[config.mk]
export PLATFORM = sky130hd
export DESIGN_NAME = stream_scoreboard
export DESIGN_NICKNAME = d
export VERILOG_FILES = /design/src/rtl/stream_scoreboard.sv
export SDC_FILE = /design/constraint.sdc
export NUM_CORES = 1
export LEC_CHECK = 0
export BUFFER_PORTS_ARGS = -buffer_cell sky130_fd_sc_hd__buf_4
export CAP_MARGIN = 10
export CORE_UTILIZATION = 54
export DETAILED_ROUTE_END_ITERATION = 16
export PLACE_DENSITY = 0.76
export SYNTH_ARGS = -nofsm -noshare
export SYNTH_HDL_FRONTEND = slang
export SYNTH_SLANG_ARGS = --single-unit
[constraint.sdc]
create_clock -name clk -period 5.8 [get_ports clk]
set_clock_uncertainty 0.05 [all_clocks]
set_input_delay 1.74 -clock clk [delete_from_list [all_inputs] [get_ports clk]]
set_output_delay 1.74 -clock clk [all_outputs]
set_load 0.05 [all_outputs]
[src/rtl/stream_scoreboard.sv]
// In-order stream scoreboard: queues expected words and compares them against actual words.
// Optional per-entry compare mask is enabled by defining SCOREBOARD_MASK_EN.
module stream_scoreboard #(
    parameter int DATA_W = 32,
    parameter int DEPTH  = 16
) (
    input  logic                       clk,
    input  logic                       rst,
    input  logic                       clr,
    input  logic                       exp_valid,
    output logic                       exp_ready,
    input  logic [DATA_W-1:0]          exp_data,
`ifdef SCOREBOARD_MASK_EN
    input  logic [DATA_W-1:0]          exp_mask,
`endif
    input  logic                       act_valid,
    input  logic [DATA_W-1:0]          act_data,
    output logic                       match,
    output logic                       mismatch,
    output logic [DATA_W-1:0]          first_exp,
    output logic [DATA_W-1:0]          first_act,
    output logic [31:0]                pass_count,
    output logic [31:0]                fail_count,
    output logic                       orphan,
    output logic [$clog2(DEPTH):0]     pending,
    output logic                       idle
);

    localparam int AW = $clog2(DEPTH);
`ifdef SCOREBOARD_MASK_EN
    localparam int EW = 2 * DATA_W;
`else
    localparam int EW = DATA_W;
`endif

    function automatic logic [31:0] sat_inc(input logic [31:0] v);
        return (v == 32'hFFFF_FFFF) ? v : v + 32'd1;
    endfunction

    logic [EW-1:0]     mem [DEPTH];
    logic [AW:0]       wr_ptr;
    logic [AW:0]       rd_ptr;
    logic              captured;
    logic [EW-1:0]     entry_in;
    logic [EW-1:0]     head;
    logic [DATA_W-1:0] head_data;
    logic [DATA_W-1:0] head_mask;
    logic              empty;
    logic              full;
    logic              push;
    logic              act_hit;
    logic              pop;
    logic              cmp_ok;
    logic              fail_now;

`ifdef SCOREBOARD_MASK_EN
    assign entry_in  = {exp_mask, exp_data};
    assign head_mask = head[EW-1:DATA_W];
`else
    assign entry_in  = exp_data;
    assign head_mask = '1;
`endif

    assign head      = mem[rd_ptr[AW-1:0]];
    assign head_data = head[DATA_W-1:0];

    // Occupancy flags come only from registered pointers, so exp_ready never sees act_valid.
    assign empty     = (wr_ptr == rd_ptr);
    assign full      = (wr_ptr[AW] != rd_ptr[AW]) && (wr_ptr[AW-1:0] == rd_ptr[AW-1:0]);
    assign exp_ready = !full;
    assign pending   = wr_ptr - rd_ptr;
    assign idle      = (pending == '0) && !match && !mismatch;

    // clr drops any same-cycle transfer; an act on an empty queue is an orphan (no bypass).
    assign push     = exp_valid && exp_ready && !clr;
    assign act_hit  = act_valid && !clr;
    assign pop      = act_hit && !empty;
    assign cmp_ok   = ((head_data ^ act_data) & head_mask) == '0;
    assign fail_now = act_hit && (empty || !cmp_ok);

    always_ff @(posedge clk) begin
        if (push) begin
            mem[wr_ptr[AW-1:0]] <= entry_in;
        end
    end

    // Stage p0 -> p1: compare result, counters and captures all land on the pulse edge.
    always_ff @(posedge clk or posedge rst) begin
        if (rst) begin
            wr_ptr     <= '0;
            rd_ptr     <= '0;
            match      <= 1'b0;
            mismatch   <= 1'b0;
            pass_count <= '0;
            fail_count <= '0;
            orphan     <= 1'b0;
            captured   <= 1'b0;
            first_exp  <= '0;
            first_act  <= '0;
        end else if (clr) begin
            wr_ptr     <= '0;
            rd_ptr     <= '0;
            match      <= 1'b0;
            mismatch   <= 1'b0;
            pass_count <= '0;
            fail_count <= '0;
            orphan     <= 1'b0;
            captured   <= 1'b0;
            first_exp  <= '0;
            first_act  <= '0;
        end else begin
            if (push) begin
                wr_ptr <= wr_ptr + (AW+1)'(1);
            end
            if (pop) begin
                rd_ptr <= rd_ptr + (AW+1)'(1);
            end
            match    <= pop && cmp_ok;
            mismatch <= fail_now;
            if (pop && cmp_ok) begin
                pass_count <= sat_inc(pass_count);
            end
            if (fail_now) begin
                fail_count <= sat_inc(fail_count);
            end
            if (act_hit && empty) begin
                orphan <= 1'b1;
            end
            if (fail_now && !captured) begin
                captured  <= 1'b1;
                first_exp <= empty ? '0 : head_data;
                first_act <= act_data;
            end
        end
    end

endmodule

# Yosys cells after proc, flatten, opt, wreduce, memory -nomap -nowiden
# Memories as Yosys holds them, arrays and structs flattened.
# Index checks and enable logic that the tools add are counted.
# totals
memories	1
mem_bits_rw	512
out_inout_bits	138
in_bits	69
word_cells	76
regBits	142
# classes
addsub	5
bitwise	1
muxes	23
reduce_logical	29
eq_ne	7
# memory_table
name	depth	width	read_ports	rd_clocked_by_memory_dff	write_ports	line	source
mem	16	32	1	0	1	40	logic [EW-1:0] mem [DEPTH];
# ops
operator	count
2-to-1 mux 32 bit	11
adder 32 x 1 -> 32 bit (second input constant)	2
equality test 32 bit (second input constant)	2
logical NOT 32 bit	1
bitwise XOR 32 bit	1
2-to-1 mux 5 bit	4
nonzero test 2 bit	6
logical AND 1 bit	11
adder 5 x 1 -> 5 bit (second input constant)	2
2-to-1 mux 1 bit	8
logical NOT 1 bit	7
equality test 5 bit	1
logical NOT 5 bit	1
subtractor 5 bit	1
equality test 4 bit	1
inequality test 2 bit (second input constant)	2
AND reduction 2 bit	2
logical OR 1 bit	1
inequality test 1 bit	1

# Longest topological paths before layout
# An unclocked memory read counts as a cell.
# depth
ltp_word	9
ltp_mapped	18
ltp_nobuf	10

# Worst setup path after synthesis
# No wires, ideal clock.
# synth_path
path_kind	reg-to-output
startpoint	reg rd_ptr[3]
endpoint	out idle
setup_slack_ps	-252
arrival_time_ps	4262
required_time_ps	4010
n_path_buf	5
path_stages_with_launch	11
path_cell_list	dfrtp_1 clkbuf_1 inv_2 buf_1 clkbuf_1 clkbuf_1 buf_1 ha_1 a21oi_1 xor2_1 nor4_1
# synth_via
elab_chain_cells	4
# synth_rtl
element	line	source
from (decl)	42	logic [AW:0] rd_ptr;
from (signal assigned)	116	rd_ptr <= rd_ptr + (AW+1)'(1);
subtractor 5 bit	71	assign pending = wr_ptr - rd_ptr;
named net pending[4]	25	output logic [$clog2(DEPTH):0] pending,
logical NOT 5 bit	72	assign idle = (pending == '0) && !match && !mismatch;
logical AND 1 bit (2 in a row)	72	
to (decl)	26	output logic idle
# The timed path passes the listed nets, and every way through them passes these cells.

# Final worst setup path
# layout_path
startpoint	reg rd_ptr[0]
endpoint	reg first_exp[2]
# layout_via
elab_chain_cells	8
elab_cells_between_ends	12
classes_between	eq/ne (1); mux (3); bitwise (1); reduce/logical (6); memory (1)
# layout_rtl
element	line	source
memory read (16 x 32 bit)	--	
bitwise XOR 32 bit	78	assign cmp_ok = ((head_data ^ act_data) & head_mask) == '0;
logical NOT 32 bit	78	
logical NOT 1 bit	79	assign fail_now = act_hit && (empty || !cmp_ok);
logical OR 1 bit	79	
logical AND 1 bit	79	
logical AND 1 bit	129	if (fail_now && !captured) begin
nonzero test 2 bit (no line)	--	
to (signal assigned)	131	first_exp <= empty ? '0 : head_data;
to (decl)	20	output logic [DATA_W-1:0] first_exp,
# Several ways; a longest one is shown, not always the timed one. The select of a mux whose other input is x is not followed.
# A chain may end at the register's enable or synchronous reset.

==> flow_summary.yaml <==
clock_tree:
  cts-resized-gates: 0
  path_clk_slew_ns: 0.06
  cts_buffer_depth: 3
  hold_buffers: 0
  cts_tree: "built"
  cts.sinks: 654
  cts_max_level: 3
  insertion_delay_ns: 0.64
  cts_setup_buffers: 0
  numCtsBuffers: 68
  cts_root_buf: "clkbuf_16"
floorplan:
  die_height_um: 231
  pin_count: 207
  core-area_um2: 51500
  dieArea_um2: 53200
  die_x_um: 231
  initial_core_util: 0.549
  num_rows: 83
placement:
  portBuffers: 206
  hpwl_um: 52100
  gp_congestion: 0.973
hold_path:
  holdPathEnd: "first_exp[2]$_DFFE_PP0P_"
  whs_path_depth: 1
  hp-class: "flop to flop"
  min-delay-start: "first_exp[2]$_DFFE_PP0P_"
yosys:
  syn_area_um2: 28300
  synth_top_area_frac: 0.544
  synth_edf_count: 512
  synth_simple_gate_area_frac: 0.0813
  synth.avg_cell_area_um2: 15.1
  synth_top_family_by_area: "multiplexers"
  muxShareOfSynthArea: 0.134
  synth_top_flop_cell: "edfxtp_1"
  synthXorXnorAreaFrac: 0.0114
  ys_types: 85
  yosysSeqAreaShare: 0.670
  synth_area_leaders: "edfxtp_1 54%, dfrtp_1 13%, mux2i_1 6.1%"
  syn_inst: 1870
  synth_largest_area_cell: "edfxtp_1"
  synth_compound_area_frac: 0.0725
  ys_ff_latch: 654
  yosysWarnings: 0
  async_reset_ff_frac: 0.217
  synthAdderAreaFrac: 0.00558
  synth_fp_nets: 1951
worst_setup_path:
  crit_path_frequent_cell: "buf_4"
  reg2reg_from: "rd_ptr[0]$_DFFE_PP0P_"
  r2r_cells: 13
  max_stage_delay_ns: 0.83
  critPathSlowestCell: "dfrtp_4"
  cp-end-kind: "flop"
  critPathKind: "flop to flop"
  worstPathMaxFanout: 36
  rrSetupSlack_ns: 0.46
  critPathArrivalTime_ns: 5.80
  r2r-end: "first_exp[2]$_DFFE_PP0P_"
  crit_path_start_kind: "flop"
  path_cells: "buf_12, mux4_2, mux2i_1, nor2_1, a2111oi_2, a21oi_1, or4_1, or4_4, buf_4, o21ai_1, nor4_2, buf_4, a32o_1"
  worstPathRequired_ns: 6.26
cells_and_area:
  drive_gt1_frac: 0.240
  regArea_um2: 18900
  multi_input_area_um2: 8770
  areaGrowthSynthToFinish_pct: 17.5
  nFillCells: 3598
  final_common_cell: "edfxtp_1"
  final_cell_mix: "512 x edfxtp_1, 252 x buf_4, 172 x mux2i_1, 138 x dfrtp_1, 134 x nor2_1"
  fin_nets: 2184
detailed_routing:
  dr_wl_met2_um: 36900
  drt-pass1-iter-count: 8
  vias_per_cell: 6.48
  wl_met3_um: 8690
  wire_per_inst_um: 28.1
  drt-initial-drc-count: 2303
  highest_layer: "met4"
  via_count: 18400
  drcViolationCount: 0
  wl_um: 79900
  ant_nets: 0
  met1_length_um: 31900
timing:
  final-setup-viol-count: 0
  fin_crit_ns: 5.34
  worst_slew_pin_slew_ns: 1.07
  whs_ns: 0.443
  fin_setup_tns_ns: 0
  fin_crit_sh: 0.920
  slew_viol_final: 0
  finalHoldViolCount: 0
  rsz0062_at_grt: "no"
  slew_headroom: 0.286
  max_freq_mhz: 187
grt:
  grt_pass1_wl_um: 118000
  grtUsageTotal: 0.304
  overflow: 0
  grt_pass1_vias: 17800
  antenna_found_initial: 2
  grt_max_degree: 104
pwr:
  power_density_nw_per_um2: 344
  vdd_ir_drop_max_uv: 242
  leakagePower_uw: 0.0121
  power_uw: 11400
job:
  cap_violations: 0
status:
  status: "complete, no violations"
metrics by stage:
stage | utilization | instance area (µm²) | setup slack [ns] | cells
finish | 0.644 | 33200 | 0.462 | 2841
global route | 0.644 | 33200 | 0.334 | 2840
CTS | 0.644 | 33200 | 0.476 | 2839
detailed placement | 0.600 | 30900 | 0.429 | 2713
global placement | 0.600 | 30900 | 0.425 | 2713
floorplan | - | 28300 | 0.200 | 1870
worst max-delay path, delay by kind of cell, from the launching register on:
kind                   cells  cell delay, ns
buffers and inverters      3            0.90
flip-flops                 1            0.83
multiplexers               2            1.08
AND/OR/NAND/NOR            4            1.33
AO/OA/AOI/OAI              4            0.97
routing by layer:
metal,GRT usage,vias to the layer above
met3,0.0757,186
met1,0.431,9300
met4,0.0985,0
met2,0.465,1121
met5,0,-
li1,-,7796
sequential cells by signal, summed over array words and instances, names as in the netlist:
name / flops
rd_ptr: 5
first_exp: 32
mismatch: 1
wr_ptr: 5
fail_count: 32
match: 1
pass_count: 32
captured: 1
mem: 512
first_act: 32
orphan: 1
kinds of logic after synthesis:
kind of cell,after synthesis
AO/OA/AOI/OAI,285
XOR/XNOR,36
adder cells (fa/ha/maj),12
buffers and inverters,140
flip-flops,654
multiplexers,285
AND/OR/NAND/NOR,458
power by group:
group	total, µW	leakage (µW)	internal (µW)	switching (µW)
sequential	5220	0.00656	5130	86.6
clock	4370	0.00110	2480	1890
combinational	1820	0.00442	696	1120
total	11400	0.0121	8310	3100
cells in the mapped netlist (24+ instances only):
| cell type | n |
|---|---|
| edfxtp_1 | 512 |
| mux2i_1 | 172 |
| nor2_1 | 146 |
| dfrtp_1 | 142 |
| nand2_1 | 80 |
| mux4_2 | 69 |
| clkbuf_1 | 56 |
| a21oi_1 | 44 |
| o21ai_0 | 43 |
| nand3_1 | 39 |
| mux2_2 | 36 |
| o22ai_1 | 36 |
| nor2b_1 | 33 |
| inv_1 | 31 |
| a22o_1 | 26 |
| and3_1 | 24 |
| nand4_1 | 24 |
cell type report:
class	count	area share
clock inverters	42	0.0141
repair buffers	269	0.0672
diodes	2	0.000151
inverters	34	0.00400
flip-flops and latches	654	0.570
well taps	680	0.0256
clock buffers	84	0.0543
multi-input cells	1076	0.264
worst max path at each step:
| stage | cells after the start | start | endpoint | slack, ns |
|---|---|---|---|---|
| after global routing | 13 | rd_ptr[0]$_DFFE_PP0P_ | fail_count[4]$_DFFE_PP0P_ | 0.33 |
| after global placement | 11 | act_data[22] | pass_count[25]$_DFFE_PP0P_ | 0.42 |
| after floorplan | 1 | rst | captured$_DFFE_PP0P_ | 0.20 |
| after detailed placement | 13 | act_data[22] | first_exp[2]$_DFFE_PP0P_ | 0.43 |
| final | 13 | rd_ptr[0]$_DFFE_PP0P_ | first_exp[2]$_DFFE_PP0P_ | 0.46 |
| after CTS | 7 | rd_ptr[0]$_DFFE_PP0P_ | idle | 0.48 |
Power figures use the tool's default switching activity.
